===== src/rtl/wb_master_pkg.sv =====
// wb_master_pkg: shared state encoding and sizing helpers for the Wishbone command master
package wb_master_pkg;

    localparam int DEF_TIMEOUT = 255;

    typedef enum logic [1:0] {
        IDLE = 2'd0,
        BUS  = 2'd1,
        RESP = 2'd2
    } state_t;

    function automatic int cnt_width(input int timeout);
        return $clog2(timeout + 1);
    endfunction

endpackage


===== src/rtl/wb_cmd_master.sv =====
// wb_cmd_master: single-outstanding Wishbone classic initiator driven by a command/response handshake
import wb_master_pkg::*;

module wb_cmd_master #(
    parameter int AW      = 32,
    parameter int DW      = 32,
    parameter int TIMEOUT = DEF_TIMEOUT
) (
    input  logic            wb_clk_i,
    input  logic            wb_rst_i,
    input  logic            cmd_valid,
    output logic            cmd_ready,
    input  logic            cmd_we,
    input  logic [AW-1:0]   cmd_adr,
    input  logic [DW-1:0]   cmd_dat,
    input  logic [DW/8-1:0] cmd_sel,
    output logic            rsp_valid,
    input  logic            rsp_ready,
    output logic [DW-1:0]   rsp_dat,
    output logic            rsp_err,
    output logic            wbm_cyc_o,
    output logic            wbm_stb_o,
    output logic            wbm_we_o,
    output logic [DW/8-1:0] wbm_sel_o,
    output logic [AW-1:0]   wbm_adr_o,
    output logic [DW-1:0]   wbm_dat_o,
    input  logic            wbm_ack_i,
    input  logic [DW-1:0]   wbm_dat_i
);

    localparam int CW = cnt_width(TIMEOUT);

    state_t        state, state_nxt;
    logic [CW-1:0] count;
    logic          accept, hit_ack, hit_to, consume;

    // next-state decode and transaction events
    always_comb begin
        accept    = (state == IDLE) && cmd_valid && cmd_ready;
        hit_ack   = (state == BUS) && wbm_ack_i;
        hit_to    = (state == BUS) && !wbm_ack_i && (count == CW'(TIMEOUT - 1));
        consume   = (state == RESP) && rsp_ready;
        state_nxt = state;
        if (accept)
            state_nxt = BUS;
        else if (hit_ack || hit_to)
            state_nxt = RESP;
        else if (consume)
            state_nxt = IDLE;
    end

    // state register plus all registered bus and response outputs
    always_ff @(posedge wb_clk_i) begin
        if (wb_rst_i) begin
            state     <= IDLE;
            cmd_ready <= 1'b1;
            count     <= '0;
            rsp_valid <= 1'b0;
            rsp_err   <= 1'b0;
            rsp_dat   <= '0;
            wbm_cyc_o <= 1'b0;
            wbm_stb_o <= 1'b0;
            wbm_we_o  <= 1'b0;
            wbm_sel_o <= '0;
            wbm_adr_o <= '0;
            wbm_dat_o <= '0;
        end else begin
            state     <= state_nxt;
            cmd_ready <= (state_nxt == IDLE);
            if (accept) begin
                wbm_adr_o <= cmd_adr;
                wbm_dat_o <= cmd_dat;
                wbm_sel_o <= cmd_sel;
                wbm_we_o  <= cmd_we;
                wbm_cyc_o <= 1'b1;
                wbm_stb_o <= 1'b1;
                count     <= '0;
            end
            if (state == BUS && !wbm_ack_i)
                count <= (count == CW'(TIMEOUT)) ? count : count + 1'b1;
            if (hit_ack || hit_to) begin
                wbm_cyc_o <= 1'b0;
                wbm_stb_o <= 1'b0;
                rsp_valid <= 1'b1;
                rsp_err   <= hit_to;
                rsp_dat   <= (hit_ack && !wbm_we_o) ? wbm_dat_i : '0;
            end
            if (consume) begin
                rsp_valid <= 1'b0;
                rsp_err   <= 1'b0;
                rsp_dat   <= '0;
            end
        end
    end

endmodule


===== config.mk =====
export PLATFORM = sky130hd
export DESIGN_NAME = wb_cmd_master
export DESIGN_NICKNAME = d
export VERILOG_FILES = /design/src/rtl/wb_master_pkg.sv /design/src/rtl/wb_cmd_master.sv
export SDC_FILE = /design/constraint.sdc
export NUM_CORES = 1
export LEC_CHECK = 0
export BUFFER_PORTS_ARGS = -buffer_cell sky130_fd_sc_hd__buf_2
export CAP_MARGIN = 10
export CORE_ASPECT_RATIO = 0.8
export CORE_UTILIZATION = 45
export CTS_CLUSTER_SIZE = 24
export DETAILED_ROUTE_END_ITERATION = 16
export PLACE_DENSITY = 0.84
export SETUP_SLACK_MARGIN = 0.4
export SLEW_MARGIN = 5
export SYNTH_ARGS = -nofsm -noshare
export SYNTH_HDL_FRONTEND = slang
export SYNTH_SLANG_ARGS = --single-unit

===== constraint.sdc =====
create_clock -name wb_clk_i -period 2.3 [get_ports wb_clk_i]
set_input_delay 0.46 -clock wb_clk_i [delete_from_list [all_inputs] [get_ports wb_clk_i]]
set_output_delay 0.46 -clock wb_clk_i [all_outputs]
set_load 0.02 [all_outputs]

### Yosys cells after proc, flatten, opt, wreduce, memory -nomap -nowiden

Cells that the tools add are included.

| storage, ports and cells | value |
|---|---|
| logic and storage cells | 40 |
| register bits | 115 |
| output and inout port bits | 106 |
| input bits | 106 |

| operators by class | value |
|---|---|
| reduce and logical (&&, ||, !) cells | 16 |
| equal/unequal tests | 5 |
| muxes and demuxes | 7 |
| $add $sub $neg | 1 |

Operators by type and width:

| operator | number |
|---|---|
| $mux 32 | 1 |
| $mux 8 | 3 |
| $eq 8x8->1 const B | 2 |
| $add 8x1->8 const B | 1 |
| $logic_and 1x1->1 | 7 |
| $mux 2 | 3 |
| $logic_not 2->1 | 2 |
| $reduce_or 2->1 | 2 |
| $eq 2x1->1 const B | 1 |
| $eq 2x2->1 const B | 1 |
| $logic_not 1->1 | 2 |
| $ne 2x2->1 const B | 1 |
| $reduce_and 2->1 | 1 |
| $reduce_bool 2->1 | 1 |
| $logic_or 1x1->1 | 1 |

### Longest topological paths before layout

| logic depth | value |
|---|---|
| depth after elaboration | 7 |
| gate-level depth with buffers | 6 |
| depth with buffers taken out | 5 |

### Least setup slack after synthesis

Ideal clock, no wire load.

| path | value |
|---|---|
| path type | input-to-reg |
| start point | input wbm_ack_i |
| end point | register count[3] |
| stages on the path | 5 |
| required time | 2.225 ns |
| library setup time | 0.075 ns |
| arrival time | 1.662 ns |
| setup slack | 0.564 ns |
| cells stage by stage | or3b_1 -> buf_6 -> a31o_4 -> or3_1 -> a31oi_1 |

| on the way | value |
|---|---|
| longest elaborated chain between the ends | 4 |
| elaborated cells between the ends (all ways) | 6 |
| classes of those cells | eq/ne (1); mux (1); reduce/logical (4) |

RTL lines:

| item | line | RTL |
|---|---|---|
| start: declaration | wb_cmd_master.sv:27 | `input logic wbm_ack_i,` |
| $logic_not 1->1 * | wb_cmd_master.sv:79 | `if (state == BUS && !wbm_ack_i)` |
| $logic_and 1x1->1 * | wb_cmd_master.sv:79 |  |
| $ne 2x2->1 (no line) / $reduce_bool 2->1 (equally long branches) | n/a |  |
| $reduce_and 2->1 (no line) | n/a |  |
| end signal: assignment | wb_cmd_master.sv:80 | `count <= (count == CW'(TIMEOUT)) ? count : count + 1'b1;` |
| end: declaration | wb_cmd_master.sv:34 | `logic [CW-1:0] count;` |

Every way passes the cells marked *; elsewhere a longest branch is shown, timed or not.
A chain may end at the register's enable or synchronous reset.

### Final worst setup path

| path | value |
|---|---|
| start point | register count[5] |
| end point | register rsp_dat[2] |

| on the way | value |
|---|---|
| longest elaborated chain between the ends | 3 |

RTL lines:

| item | line | RTL |
|---|---|---|
| $eq 8x8->1 | wb_cmd_master.sv:41 | `hit_to = (state == BUS) && !wbm_ack_i && (count == CW'(TIMEOUT - 1));` |
| $logic_and 1x1->1 | wb_cmd_master.sv:41 |  |
| $logic_or 1x1->1 | wb_cmd_master.sv:81 | `if (hit_ack \|\| hit_to) begin` |
| end signal: assignment | wb_cmd_master.sv:86 | `rsp_dat <= (hit_ack && !wbm_we_o) ? wbm_dat_i : '0;` |
| end: declaration | wb_cmd_master.sv:19 | `output logic [DW-1:0] rsp_dat,` |

No other way between the ends.

==> flow_metrics.py <==
metrics = {
    "synth": {
        "synth_area_leaders": "dfxtp_1 57%, nand2_1 13%, a21oi_1 9.2%",
        "syn-num-nets": 565,
        "synth.most_common_cell": "nand2_1",
        "synth_commonest_cells": "143 x nand2_1, 115 x dfxtp_1, 74 x a21oi_1",
        "synthCells": 457,
        "ys_warn_count": 0,
        "yosys.area.top_type": "dfxtp_1",
        "synth_top_area_share_pct": 57.1,
        "synth_edf_count": 0,
        "netlist_area_um2": 4030,
        "ys_types": 39,
        "ys_seq_elements": 115,
        "ys_seq_area_share_pct": 57.1,
        "async_flop_share_pct": 0,
        "avgSynthCellArea_um2": 8.83,
        "synthFlopType": "dfxtp_1",
    },
    "setup_path": {
        "r2r_cells": 5,
        "crit_arrival_ns": 2.17,
        "rrSetupSlack_ns": 0.52,
        "crit_type": "register to register",
        "r2r-start": "count[5]$_SDFFE_PP0P_",
        "slowest_stage": "dfxtp_1",
        "crit_chain": "and3_1, a31o_2, a21oi_2, buf_4, a22o_1",
        "crit_start": "count[5]$_SDFFE_PP0P_",
        "critPathBufInv": 1,
        "endpoint_kind": "register",
        "crit_path_end": "rsp_dat[2]$_SDFFE_PP0P_",
        "r2r-end": "rsp_dat[2]$_SDFFE_PP0P_",
        "worst-path-max-fanout": 32,
        "startpoint_type": "register",
        "crit_family": "compound AO/OA/AOI/OAI gates",
        "critPathMaxStageDelay_ns": 0.44,
        "cp_num_cells": 5,
        "worstPathRequired_ns": 2.69,
    },
    "timing": {
        "setup_viol": 0,
        "rsz0062_at_grt": "no",
        "fmax_ghz": 0.560,
        "skew_ns": 0.00811,
        "hold_violations": 0,
        "slew_violations": 0,
        "post-route-min-period_ns": 1.78,
        "fin_tns_setup_ns": 0,
        "layout_worst_path_cycle_share_pct": 77.6,
        "worst_slew_pin_slew_ns": 0.587,
        "slew_headroom_pct": 60.9,
        "whs_ns": 0.165,
        "setup_ws_ns": 0.515,
    },
    "placement": {
        "place_hpwl_um": 7840,
        "dp_slack_ns": 0.305,
        "gp_congestion": 0.779,
        "io_buffers": 211,
    },
    "drt": {
        "drt-total-wl_um": 11200,
        "drtPass1Iterations": 5,
        "drt_iter0_drc": 272,
        "viasPerCell": 5.11,
        "antenna_left": 0,
        "vias": 4017,
        "wire_per_inst_um": 14.3,
        "drc": 0,
    },
    "clock_network": {
        "cts_buffers": 17,
        "clock_latency_ns": 0.50,
        "clock_sinks": 115,
        "htreeDepth": 4,
        "cts_tree": "yes",
        "post-cts-setup-buffers": 0,
        "cts_buffer_depth": 2,
        "cts_root_buf": "clkbuf_8",
        "clk_pin_slew_ns": 0.05,
    },
    "floorplan": {
        "die_h_um": 86.7,
        "die-area_um2": 9350,
        "core_um2": 8600,
        "die_w_um": 108,
        "core.rowCount": 30,
        "num_io_pins": 212,
        "start_util_pct": 46.9,
    },
    "power_and_ir_drop": {
        "powerDensity_nw_per_um2": 975,
        "p_leak_nw": 2.75,
        "peakVddDrop_mv": 0.731,
    },
    "global_route": {
        "track_usage_pct": 24.2,
        "grt_pass1_wl_um": 17600,
        "antenna_found_initial": 0,
        "grt_pass1_vias": 3800,
        "grt_max_degree": 58,
        "overflow": 0,
    },
    "status": {
        "outcome": "completed",
    },
    "finish": {
        "antenna-diode-count": 0,
        "drive_above_1_share_pct": 38.4,
        "area_growth_pct": 43.4,
        "final_nets": 769,
        "fillers": 697,
    },
    "hold_path": {
        "worst_hold_path_type": "input port to register",
    },
    "run": {
        "maxCapViolations": 0,
    },
}
-- power breakdown --
group,leakage (nW),total [W],switching [W],internal [W]
Combinational,1.51,0.000740,0.000476,0.000264
Clock,0.302,0.00271,0.000865,0.00184
Sequential,0.938,0.00219,0.0000705,0.00212
Total,2.75,0.00564,0.00141,0.00423
-- cells by family (layout without fill, tap and decap cells) --
group,after synthesis,count (layout),synth area share (%)
buffers and inverters,41,258,4.19
AO/OA/AOI/OAI,126,126,20.3
XOR/XNOR,2,2,0.434
flip-flops,115,115,57.1
adder cells (fa/ha/maj),2,2,0.620
AND/OR/NAND/NOR,171,171,17.4
-- timing repair --
| item | in CTS | in global routing |
|---|---|---|
| gates resized for setup | 0 | 2 |
| endpoints found under the setup margin | 0 | 24 |
| hold buffers | 0 | 0 |
-- metal layers --
layer / vias up / track usage [%] / wire [um]
met4: 0 / 10.5 / 180
li1: 1963 / - / -
met3: 17 / 7.14 / 729
met5: - / 0 / 0
met2: 164 / 40.6 / 5540
met1: 1873 / 28.9 / 4800
-- final cells by class --
cell class | instances | area (um^2) | share of cell area (%)
multi-input cells | 301 | 1580 | 27.3
flip-flops and latches | 115 | 2300 | 39.8
inverters | 6 | 22.5 | 0.389
clock inverters | 9 | 151 | 2.62
repair buffers | 220 | 1120 | 19.4
clock buffers | 23 | 467 | 8.07
well taps | 112 | 140 | 2.42
-- cells in the final DEF (no fill, tap or decap), drive strengths merged, types with 2 or more instances in the layout --
cell	instances
a2111oi	2
nor3	3
dfxtp	115
buf	220
a31oi	5
clkbuf	23
a211oi	2
bufinv	4
a22o	32
inv	6
ha	2
a31o	3
a21oi	75
or3	2
clkinv	4
o21ai	2
nor2	5
nand2	143
xnor2	2
nand3	8
and3	2
-- worst min-delay path by stage --
stage,from,endpoint,slack (ns),cells past startpoint
floorplan,count[7]$_SDFFE_PP0P_,count[7]$_SDFFE_PP0P_,0.45,1
CTS,wbm_dat_i[25],rsp_dat[25]$_SDFFE_PP0P_,0.15,2
detailed placement,wbm_adr_o[20]$_SDFFE_PP0P_,wbm_adr_o[20]$_SDFFE_PP0P_,0.44,2
global route,wbm_dat_i[5],rsp_dat[5]$_SDFFE_PP0P_,0.14,2
global placement,wbm_adr_o[28]$_SDFFE_PP0P_,wbm_adr_o[28]$_SDFFE_PP0P_,0.44,2
finish,wbm_dat_i[25],rsp_dat[25]$_SDFFE_PP0P_,0.16,2
-- through the flow --
stage | instances | power [W] | utilization, % | cell area (um^2)
finish | 786 | 0.00564 | 67.3 | 5790
global placement | 754 | 0.00294 | 60.0 | 5160
floorplan | 457 | 0.00267 | - | 4030
global route | 786 | 0.00587 | 67.3 | 5790
CTS | 786 | 0.00568 | 67.2 | 5780
detailed placement | 754 | 0.00297 | 60.0 | 5160
-- sequential cells by signal, summed over array words and instances (netlist names) --
signal,count
wbm_sel_o,4
cmd_ready,1
rsp_dat,32
state,2
wbm_dat_o,32
wbm_we_o,1
rsp_err,1
count,8
wbm_adr_o,32
rsp_valid,1
wbm_stb_o,1
Power figures use the tool's default switching activity.
